==> src/rtl/ascii_frame_packer.sv <==
// ascii_frame_packer: packs a valid/ready byte stream into one wide frame.
// The first byte lands in the top byte; unfilled bytes read as zero.
// A frame closes on a NUL byte, on the NBYTES-th byte, or after TIMEOUT_CYC
// idle cycles inside a partial frame. It is then held until frame_ack.
// Optional feature macro: ASCII_CHECKSUM_EN adds the frame_sum output.
module ascii_frame_packer #(
  parameter int unsigned NBYTES      = 24,
  parameter int unsigned TIMEOUT_CYC = 64,
  localparam int unsigned W          = 8 * NBYTES,
  localparam int unsigned LW         = $clog2(NBYTES + 1),
  localparam int unsigned TW         = (TIMEOUT_CYC > 0) ? $clog2(TIMEOUT_CYC + 1) : 1
) (
  input  logic          clk,
  input  logic          rst,
  input  logic [7:0]    in_data,
  input  logic          in_valid,
  output logic          in_ready,
  output logic [W-1:0]  frame_data,
  output logic [LW-1:0] frame_len,
  output logic          frame_valid,
  input  logic          frame_ack
`ifdef ASCII_CHECKSUM_EN
  ,
  output logic [7:0]    frame_sum
`endif
);

  typedef enum logic [1:0] {
    StIdle,
    StFill,
    StDone
  } state_e;

  state_e        state_q, state_d;
  logic [W-1:0]  data_q, data_d;
  logic [LW-1:0] cnt_q, cnt_d;
  logic [TW-1:0] idle_q, idle_d;
  logic [TW-1:0] idle_inc;
  logic          ready_q, ready_d;
  logic          accept;
`ifdef ASCII_CHECKSUM_EN
  logic [7:0]    sum_q, sum_d;
`endif

  // Ready is registered so it stays low during reset and rises one edge later.
  assign accept = in_valid && ready_q;

  // Next-state: byte storage, frame close conditions and the ack handshake.
  always_comb begin
    state_d  = state_q;
    data_d   = data_q;
    cnt_d    = cnt_q;
    idle_d   = idle_q;
    idle_inc = (idle_q == TW'(TIMEOUT_CYC)) ? idle_q : idle_q + TW'(1);
`ifdef ASCII_CHECKSUM_EN
    sum_d    = sum_q;
`endif
    unique case (state_q)
      StIdle, StFill: begin
        if (accept) begin
          data_d[W - 1 - 8 * int'(cnt_q) -: 8] = in_data;
          cnt_d  = cnt_q + LW'(1);
          idle_d = '0;
`ifdef ASCII_CHECKSUM_EN
          sum_d  = sum_q + in_data;
`endif
          if ((in_data == 8'h00) || (cnt_q == LW'(NBYTES - 1))) begin
            state_d = StDone;
          end else begin
            state_d = StFill;
          end
        end else if ((state_q == StFill) && (TIMEOUT_CYC != 0)) begin
          // Close on the edge where the idle count reaches the limit.
          idle_d = idle_inc;
          if (idle_inc == TW'(TIMEOUT_CYC)) begin
            state_d = StDone;
          end
        end
      end
      StDone: begin
        if (frame_ack) begin
          state_d = StIdle;
          data_d  = '0;
          cnt_d   = '0;
          idle_d  = '0;
`ifdef ASCII_CHECKSUM_EN
          sum_d   = '0;
`endif
        end
      end
      default: begin
        state_d = StIdle;
      end
    endcase
    ready_d = (state_d != StDone);
  end

  // State register with synchronous active-high reset.
  always_ff @(posedge clk) begin
    if (rst) begin
      state_q <= StIdle;
      data_q  <= '0;
      cnt_q   <= '0;
      idle_q  <= '0;
      ready_q <= 1'b0;
`ifdef ASCII_CHECKSUM_EN
      sum_q   <= '0;
`endif
    end else begin
      state_q <= state_d;
      data_q  <= data_d;
      cnt_q   <= cnt_d;
      idle_q  <= idle_d;
      ready_q <= ready_d;
`ifdef ASCII_CHECKSUM_EN
      sum_q   <= sum_d;
`endif
    end
  end

  // Outputs come straight from flops; the buffer is frozen while in StDone.
  always_comb begin
    in_ready    = ready_q;
    frame_data  = data_q;
    frame_len   = cnt_q;
    frame_valid = (state_q == StDone);
`ifdef ASCII_CHECKSUM_EN
    frame_sum   = sum_q;
`endif
  end

endmodule

==> config.mk <==
export PLATFORM = sky130hd
export DESIGN_NAME = ascii_frame_packer
export DESIGN_NICKNAME = d
export VERILOG_FILES = /design/src/rtl/ascii_frame_packer.sv
export SDC_FILE = /design/constraint.sdc
export NUM_CORES = 1
export LEC_CHECK = 0
export CAP_MARGIN = 20
export CORE_MARGIN = 4
export CORE_UTILIZATION = 53
export DETAILED_ROUTE_END_ITERATION = 8
export PLACE_DENSITY = 0.85
export SKIP_CTS_REPAIR_TIMING = 1
export SLEW_MARGIN = 5
export SYNTH_ARGS = -nofsm -noshare
export SYNTH_HDL_FRONTEND = slang
export SYNTH_SLANG_ARGS = --single-unit
==> constraint.sdc <==
create_clock -name clk -period 4.4 [get_ports clk]
set_input_delay 0.66 -clock clk [delete_from_list [all_inputs] [get_ports clk]]
set_output_delay 0.66 -clock clk [all_outputs]
set_load 0.02 [all_outputs]
==> tab_implementation.tex, run 1 <==
\begin{tabular}{lr}
\hline
Metric & Value \\
\hline
\multicolumn{2}{l}{\textbf{Floorplanning}} \\
Initial cell density of the core & 54.9\% \\
Site Rows & between 40 and 50 \\
Horizontal die dimension & 134 um \\
Height of the die & 134 um \\
Area enclosed by the die boundary & 18100 um2 \\
Area of the core region & about 15000 um2 \\
Io pins & 211 \\
\multicolumn{2}{l}{\textbf{Drt}} \\
Router iterations before antenna repair & 5 \\
Wire length on met2 & 12.8 mm \\
Total Routed Length & 26.3 mm \\
Via-to-Cell Ratio & 5.80 \\
Max layer used & met4 \\
Detailed-route DRC error count & 0 \\
Detailed route wirelength on metal3 & between 2 and 2.5 mm \\
ANT nets after route & 0 \\
Via Count & 7865 \\
DRT iter0 DRCs & 744 \\
Detailed-route wire length per cell & 19.4 um \\
Sum of routed wire segments on met1 & approximately 10 mm \\
\multicolumn{2}{l}{\textbf{Power}} \\
Total power divided by cell area & 344 nW/um2 \\
Total net switching power & a little over 0.9 mW \\
Sw frac & a little under a quarter \\
Largest vdd supply drop & 345 uV \\
Clock power frac & approximately 45\% \\
Combinational share of power & 6.2\% \\
Int Pwr & 2.97 mW \\
Part of the total power dissipated in sequential elements & 48.9\% \\
Leakage power & about 3.8 nW \\
Final total power & approximately 4 mW \\
\multicolumn{2}{l}{\textbf{Timing}} \\
Count of endpoints failing setup in the final report & 0 \\
Post-Route Skew & about 0.007 ns \\
Sum of negative setup slack & 0 ns \\
Maximum frequency from static timing analysis & 317 MHz \\
Period minus WS final & 3.15 ns \\
Fin. Hold Viols & 0 \\
Slew of the pin with the lowest slew margin & 1.07 ns \\
Setup repair after global routing missed its margin & false \\
Count of final max-slew check failures & 0 \\
Worst slew margin & between 20 and 30\% \\
Ratio of final minimum period to clock period & 71.7\% \\
Smallest hold slack & approximately 0.47 ns \\
\multicolumn{2}{l}{\textbf{Worst setup path}} \\
CP endpoint kind & primary output \\
Capture instance of the worst register-to-register path & frame\_data[85] \\
R2R Setup Slk & around 1.7 ns \\
Endpoint arrival time on the critical path & 2.49 ns \\
Setup crit start kind & flip-flop \\
Worst EP required & 3.74 ns \\
Setup Crit Path Kind & flip-flop to primary output \\
Largest driver fanout on the critical path & 20 \\
Number of cells on the worst reg-to-reg path & 6 \\
Start of the worst register-to-register path & frame\_len[3] \\
\multicolumn{2}{l}{\textbf{Place}} \\
Detailed Place HPWL & 17.2 mm \\
Post-Place Cells & 1319 \\
Count of input and output buffers & 210 \\
Global placement routability congestion & just over 0.9 \\
\multicolumn{2}{l}{\textbf{Logic synthesis}} \\
Flop and latch count out of synthesis & 207 \\
Count of unique library cells instantiated by Yosys & 61 \\
Ranking of synthesized cells by area & dfxtp\_1 (49\%), nor2\_1 (6.8\%), nand2\_1 (5.8\%) \\
Number of warnings issued by yosys & 0 \\
Share of synthesized area occupied by flip-flops and latches & 48.9\% \\
Total nets after synthesis & 984 \\
Asr flop ratio synth & 0\% \\
Ranking of synthesized cells by instance count & dfxtp\_1 (207), nor2\_1 (154), nand2\_1 (130), a21oi\_1 (71), nand3\_1 (71) \\
Most common flop cell mapped by yosys & dfxtp\_1 \\
Library cell occupying the most area in the post-synthesis netlist & dfxtp\_1 \\
Mapped Cells & 968 \\
Synthesized area & 8470 um2 \\
Portion of synthesized cell area occupied by the leading cell type & 48.9\% \\
Mean instance size in the synthesized netlist & 8.75 um2 \\
Most used standard cell by instance count after synthesis & dfxtp\_1 \\
Number of enable-type register cells in the synthesized netlist & 0 \\
\multicolumn{2}{l}{\textbf{Clock network}} \\
CTS tree & yes \\
H-tree levels & 1 \\
Post-CTS clock slew at the launch and capture registers of the worst setup and hold paths & 0.06 ns \\
Maximum count of clock buffers along a single path & 3 \\
Clock latency on the worst-skew pair & 0.48 ns \\
Clk root buf & clkbuf\_16 \\
Cts bufs inserted & 21 \\
Sink count of the clock tree & 207 \\
\multicolumn{2}{l}{\textbf{GRT}} \\
Initial antenna violation count & 0 \\
Largest net degree at the start of global routing & 145 \\
Overall Global Routing Usage & 27.7\% \\
Number of global-route vias before repair & 7710 \\
Global-route wire length before repair & 41.0 mm \\
Total gr overflow & 0 \\
\multicolumn{2}{l}{\textbf{Layout}} \\
Filler cells & 1188 \\
Fraction of layout cells with a size suffix above 1 & 7.69\% \\
Final standard cell count with taps included and fillers excluded & between 1000 and 1500 \\
Footprint of the flip-flops and latches & roughly 4100 um2 \\
Area taken by multi-input logic gates & roughly 4000 um2 \\
\# nets final & $\sim$1100 \\
Layout overhead on the synthesized area & 33.2\% \\
Diode count & 0 \\
\multicolumn{2}{l}{\textbf{Hold path}} \\
Cells on Worst Hold Path & 2 \\
Tightest Hold Check Type & flip-flop to flip-flop \\
HP Start & frame\_data[66] \\
Min-Delay Endpoint & frame\_data[66] \\
\multicolumn{2}{l}{\textbf{Outcome}} \\
Run status & complete, no violations \\
\multicolumn{2}{l}{\textbf{Run}} \\
MaxCap Viol Count & 0 \\
\hline
\end{tabular}
==> through the flow <==
step	cell area [um2]	util (%)	setup WS, ns
6_report	11300	73.2	1.25
5_1_grt	11300	73.2	1.09
4_1_cts	11300	73.2	1.25
3_5_place_dp	10600	68.8	1.23
3_3_place_gp	10600	68.8	1.27
2_1_floorplan	8470	-	2.29
==> worst max-delay path by stage <==
| stage | end | depth (start not counted) | startpoint | slack [ns] |
|---|---|---|---|---|
| global route | frame_valid | 3 | state_q[1] | 1.09 |
| CTS | frame_valid | 3 | state_q[1] | 1.25 |
| floorplan | frame_data[184] | 8 | frame_len[4] | 2.29 |
| detailed placement | idle_q[3] | 6 | frame_ack | 1.23 |
| finish | frame_valid | 3 | state_q[1] | 1.25 |
| global placement | idle_q[2] | 8 | frame_ack | 1.27 |
==> power groups by stage <==
stage	registers [mW]	clock network, mW	logic, mW
4_1_cts	1.90	1.75	0.235
6_report	1.90	1.75	0.239
2_1_floorplan	1.95	0	0.137
5_1_grt	1.90	1.83	0.255
3_3_place_gp	1.94	0	0.232
3_5_place_dp	1.94	0	0.233
==> layer usage <==
layer	vias to the layer above	track usage (%)
met5	-	0
met4	0	9.33
met3	65	7.46
met2	362	46.3
met1	3772	34.6
li1	3666	-
==> sequential cells by signal (all words and copies together), names as in the netlist <==
register	count
idle_q	7
frame_data	192
in_ready	1
state_q	2
frame_len	5
==> cell type report <==
cell class | instances | share of cell area (%)
Clock inverter | 6 | 0.510
Tap cell | 211 | 2.34
Clock buffer | 31 | 5.43
Sequential cell | 207 | 36.7
Inverter | 6 | 0.200
Timing Repair Buffer | 217 | 19.2
Multi-Input combinational cell | 678 | 35.6
==> cells by family after synthesis <==
kind of cell,after synthesis,share of synthesized area (%)
AOI/OAI and AO/OA,148,11.4
xor gates and xnor gates,4,0.414
adders and majority gates,4,0.591
buffers and inverters,83,3.84
DFF,207,48.9
muxes,85,10.9
and+or+nand+nor,437,24.0
==> worst max-delay path: stages (launching register included) <==
cell and delay [ns]:
dfxtp_1 0.50, nand2b_1 0.48, inv_2 0.34, clkdlybuf4s50_1 0.68
==> placed cells by master (no fill, tap or decap), drive strengths merged, types with 30 or more instances in the layout <==
cell / count
clkdlybuf4s50: 209
dfxtp: 207
nor2: 160
nand2: 133
a21oi: 72
nand3: 71
mux2: 55
a32oi: 32
clkbuf: 31
mux2i: 30
No activity file was read; power rests on OpenSTA's default activity.
==> inputs of run 2 (changes only) <==
- CORE_UTILIZATION: 53 -> 49
- PLACE_DENSITY: 0.85 -> 0.8
- clock period: 4.4 -> 3.2 ns (I/O delays scaled with it)
==> run 2 against run 1 <==
Critical path depth up 3; cell area up 0.80%; clock power up 37%; non-clock buffer count up 12; critical path type is now flip-flop to flip-flop; largest cell class unchanged; worst hold slack worse by 0.047 ns; setup slack worse by 0.67 ns; via count down 0.64%; final cell count up 1.4%; highest routed layer unchanged.
==> tab_implementation.tex, run 2 (synthesized netlist as in run 1, its figures left out) <==
\begin{tabular}{lr}
\hline
Metric & Value \\
\hline
\multicolumn{2}{l}{\textbf{Timing}} \\
Count of final max-slew check failures & 0 (unchanged) \\
Fin. Hold Viols & 0 (unchanged) \\
Sum of negative setup slack & 0 ns (unchanged) \\
Post-Route Skew & 0.0142 ns (+0.00703 ns) \\
Ratio of final minimum period to clock period & 82.1\% \\
Worst slew margin & 46.6\% (+18 points) \\
Setup repair after global routing missed its margin & false \\
Maximum frequency from static timing analysis & 381 MHz \\
Slew of the pin with the lowest slew margin & 0.795 ns (-0.272 ns) \\
Count of endpoints failing setup in the final report & 0 (unchanged) \\
Period minus WS final & 2.63 ns \\
\multicolumn{2}{l}{\textbf{Place}} \\
Global placement routability congestion & 0.825 (-9.6\%) \\
Count of input and output buffers & 210 (unchanged) \\
Detailed Place HPWL & 17.7 mm (+2.9\%) \\
\multicolumn{2}{l}{\textbf{Layout}} \\
Filler cells & 1402 (+18\%) \\
Layout Utilization & 67.9\% (-5.3 points) \\
Most common library cell in the layout ignoring fill and taps & clkdlybuf4s50\_1 \\
\# nets final & 1159 (+1.0\%) \\
Fraction of layout cells with a size suffix above 1 & 8.40\% (+0.71 points) \\
Flip-flop count of the largest register after layout & 192 (unchanged) \\
Commonest non-fill, non-tap cells in the layout & clkdlybuf4s50\_1 (209), dfxtp\_1 (207), nor2\_1 (154), nand2\_1 (130) \\
Diode count & 0 (unchanged) \\
Layout overhead on the synthesized area & 34.3\% \\
\multicolumn{2}{l}{\textbf{Worst setup path}} \\
Worst EP required & 3.58 ns (-0.16 ns) \\
CP endpoint kind & flip-flop \\
Setup crit start kind & flip-flop \\
Largest driver fanout on the critical path & 10 (-50\%) \\
Setup Crit Path Kind & flip-flop to flip-flop \\
Endpoint arrival time on the critical path & 3.00 ns (+0.51 ns) \\
\multicolumn{2}{l}{\textbf{Drt}} \\
Total Routed Length & 26.0 mm (-1.2\%) \\
Router iterations before antenna repair & 5 (unchanged) \\
Detailed-route wire length per cell & 18.9 um (-2.5\%) \\
Via Count & 7815 (-0.64\%) \\
ANT nets after route & 0 (unchanged) \\
Via-to-Cell Ratio & 5.68 (-2.0\%) \\
Detailed-route DRC error count & 0 (unchanged) \\
DRT iter0 DRCs & 739 (-0.67\%) \\
\multicolumn{2}{l}{\textbf{GRT}} \\
Largest net degree at the start of global routing & 79 (-46\%) \\
Global-route wire length before repair & 41.4 mm (+0.93\%) \\
Overall Global Routing Usage & 25.8\% (-1.9 points) \\
Initial antenna violation count & 0 (unchanged) \\
Total gr overflow & 0 (unchanged) \\
Number of global-route vias before repair & 7567 (-1.9\%) \\
\multicolumn{2}{l}{\textbf{Power}} \\
Total power divided by cell area & 470 nW/um2 (+36\%) \\
Largest vdd supply drop & 412 uV (+19\%) \\
Combinational share of power & 6.4\% (+0.2 points) \\
Clock power frac & 44.7\% (-0.2 points) \\
Total net switching power & 1.24 mW (+35\%) \\
Leakage power & 3.90 nW (+1.4\%) \\
Part of the total power dissipated in sequential elements & 48.9\% (about the same) \\
Int Pwr & 4.11 mW (+38\%) \\
Sw frac & 23.2\% (-0.35 points) \\
\multicolumn{2}{l}{\textbf{Floorplanning}} \\
Horizontal die dimension & 139 um (+3.8\%) \\
Area of the core region & 16800 um2 (+8.6\%) \\
Initial cell density of the core & 50.5\% (-4.4 points) \\
Site Rows & 47 (+4.4\%) \\
Height of the die & 139 um (+3.8\%) \\
Io pins & 211 (unchanged) \\
Area enclosed by the die boundary & 19500 um2 (+7.7\%) \\
\multicolumn{2}{l}{\textbf{Clock network}} \\
Cts bufs inserted & 21 (unchanged) \\
Post-CTS clock slew at the launch and capture registers of the worst setup and hold paths & 0.06 ns (about the same) \\
Clock latency on the worst-skew pair & 0.50 ns (+0.02 ns) \\
Maximum count of clock buffers along a single path & 3 (unchanged) \\
CTS tree & yes \\
Clk root buf & clkbuf\_16 \\
Sink count of the clock tree & 207 (unchanged) \\
H-tree levels & 1 (unchanged) \\
\multicolumn{2}{l}{\textbf{Hold path}} \\
Tightest Hold Check Type & primary input to flip-flop \\
\multicolumn{2}{l}{\textbf{Outcome}} \\
Run status & complete, no violations \\
\multicolumn{2}{l}{\textbf{Run}} \\
MaxCap Viol Count & 0 (unchanged) \\
\hline
\end{tabular}
[run 2: power by group through the flow]
stage          Clock [mW]  Combinational, mW  Sequential [mW]
3_5_place_dp            0              0.334             2.67
4_1_cts              2.42              0.337             2.61
5_1_grt              2.53              0.364             2.62
3_3_place_gp            0              0.333             2.67
6_report             2.39              0.340             2.61
2_1_floorplan           0              0.188             2.68
[run 2: cell type report]
class	count	area (um2)	area share (%)
Timing Repair Buffer	229	2260	19.9
Clock inverter	6	83.8	0.737
Clock buffer	29	576	5.06
Sequential cell	207	4140	36.4
Tap cell	220	275	2.42
Multi-Input combinational cell	678	4020	35.3
Inverter	6	22.5	0.198
[run 2: worst max-delay path: stages, from the launching register on]
cell and delay [ns]:
dfxtp_1 0.58, ha_1 0.36, nor3_1 0.50, a21oi_1 0.17
nor2_2 0.52, mux2i_1 0.31, nor2_1 0.06
[run 2: worst paths after layout]
| kind | startpoint | end | slack [ns] | cells after the start |
|---|---|---|---|---|
| worst max-delay path | frame_len[3] | frame_data[139] | 0.57 | 6 |
| worst min-delay path | rst | frame_data[48] | 0.42 | 2 |
| worst max register to register | frame_len[3] | frame_data[139] | 0.57 | 6 |
| worst min register to register | frame_data[64] | frame_data[64] | 0.47 | 2 |
[run 2: per-layer routing]
layer,vias up,GRT usage [%],share of wire (%)
li1,3700,-,-
met1,3756,33.7,41
met2,294,40.9,48
met3,65,6.21,7.3
met4,0,11.1,4.2
met5,-,0,0
[run 2: stage by stage]
stage	cell area (um2)	power [mW]	hold slack [ns]	worst slack (ns)	cells
2_1_floorplan	8470	2.87	0.486	1.09	968
3_3_place_gp	10700	3.00	0.454	0.349	1340
3_5_place_dp	10700	3.00	0.459	0.258	1340
4_1_cts	11400	5.37	0.415	0.591	1375
5_1_grt	11400	5.51	0.454	0.398	1375
6_report	11400	5.34	0.420	0.574	1375
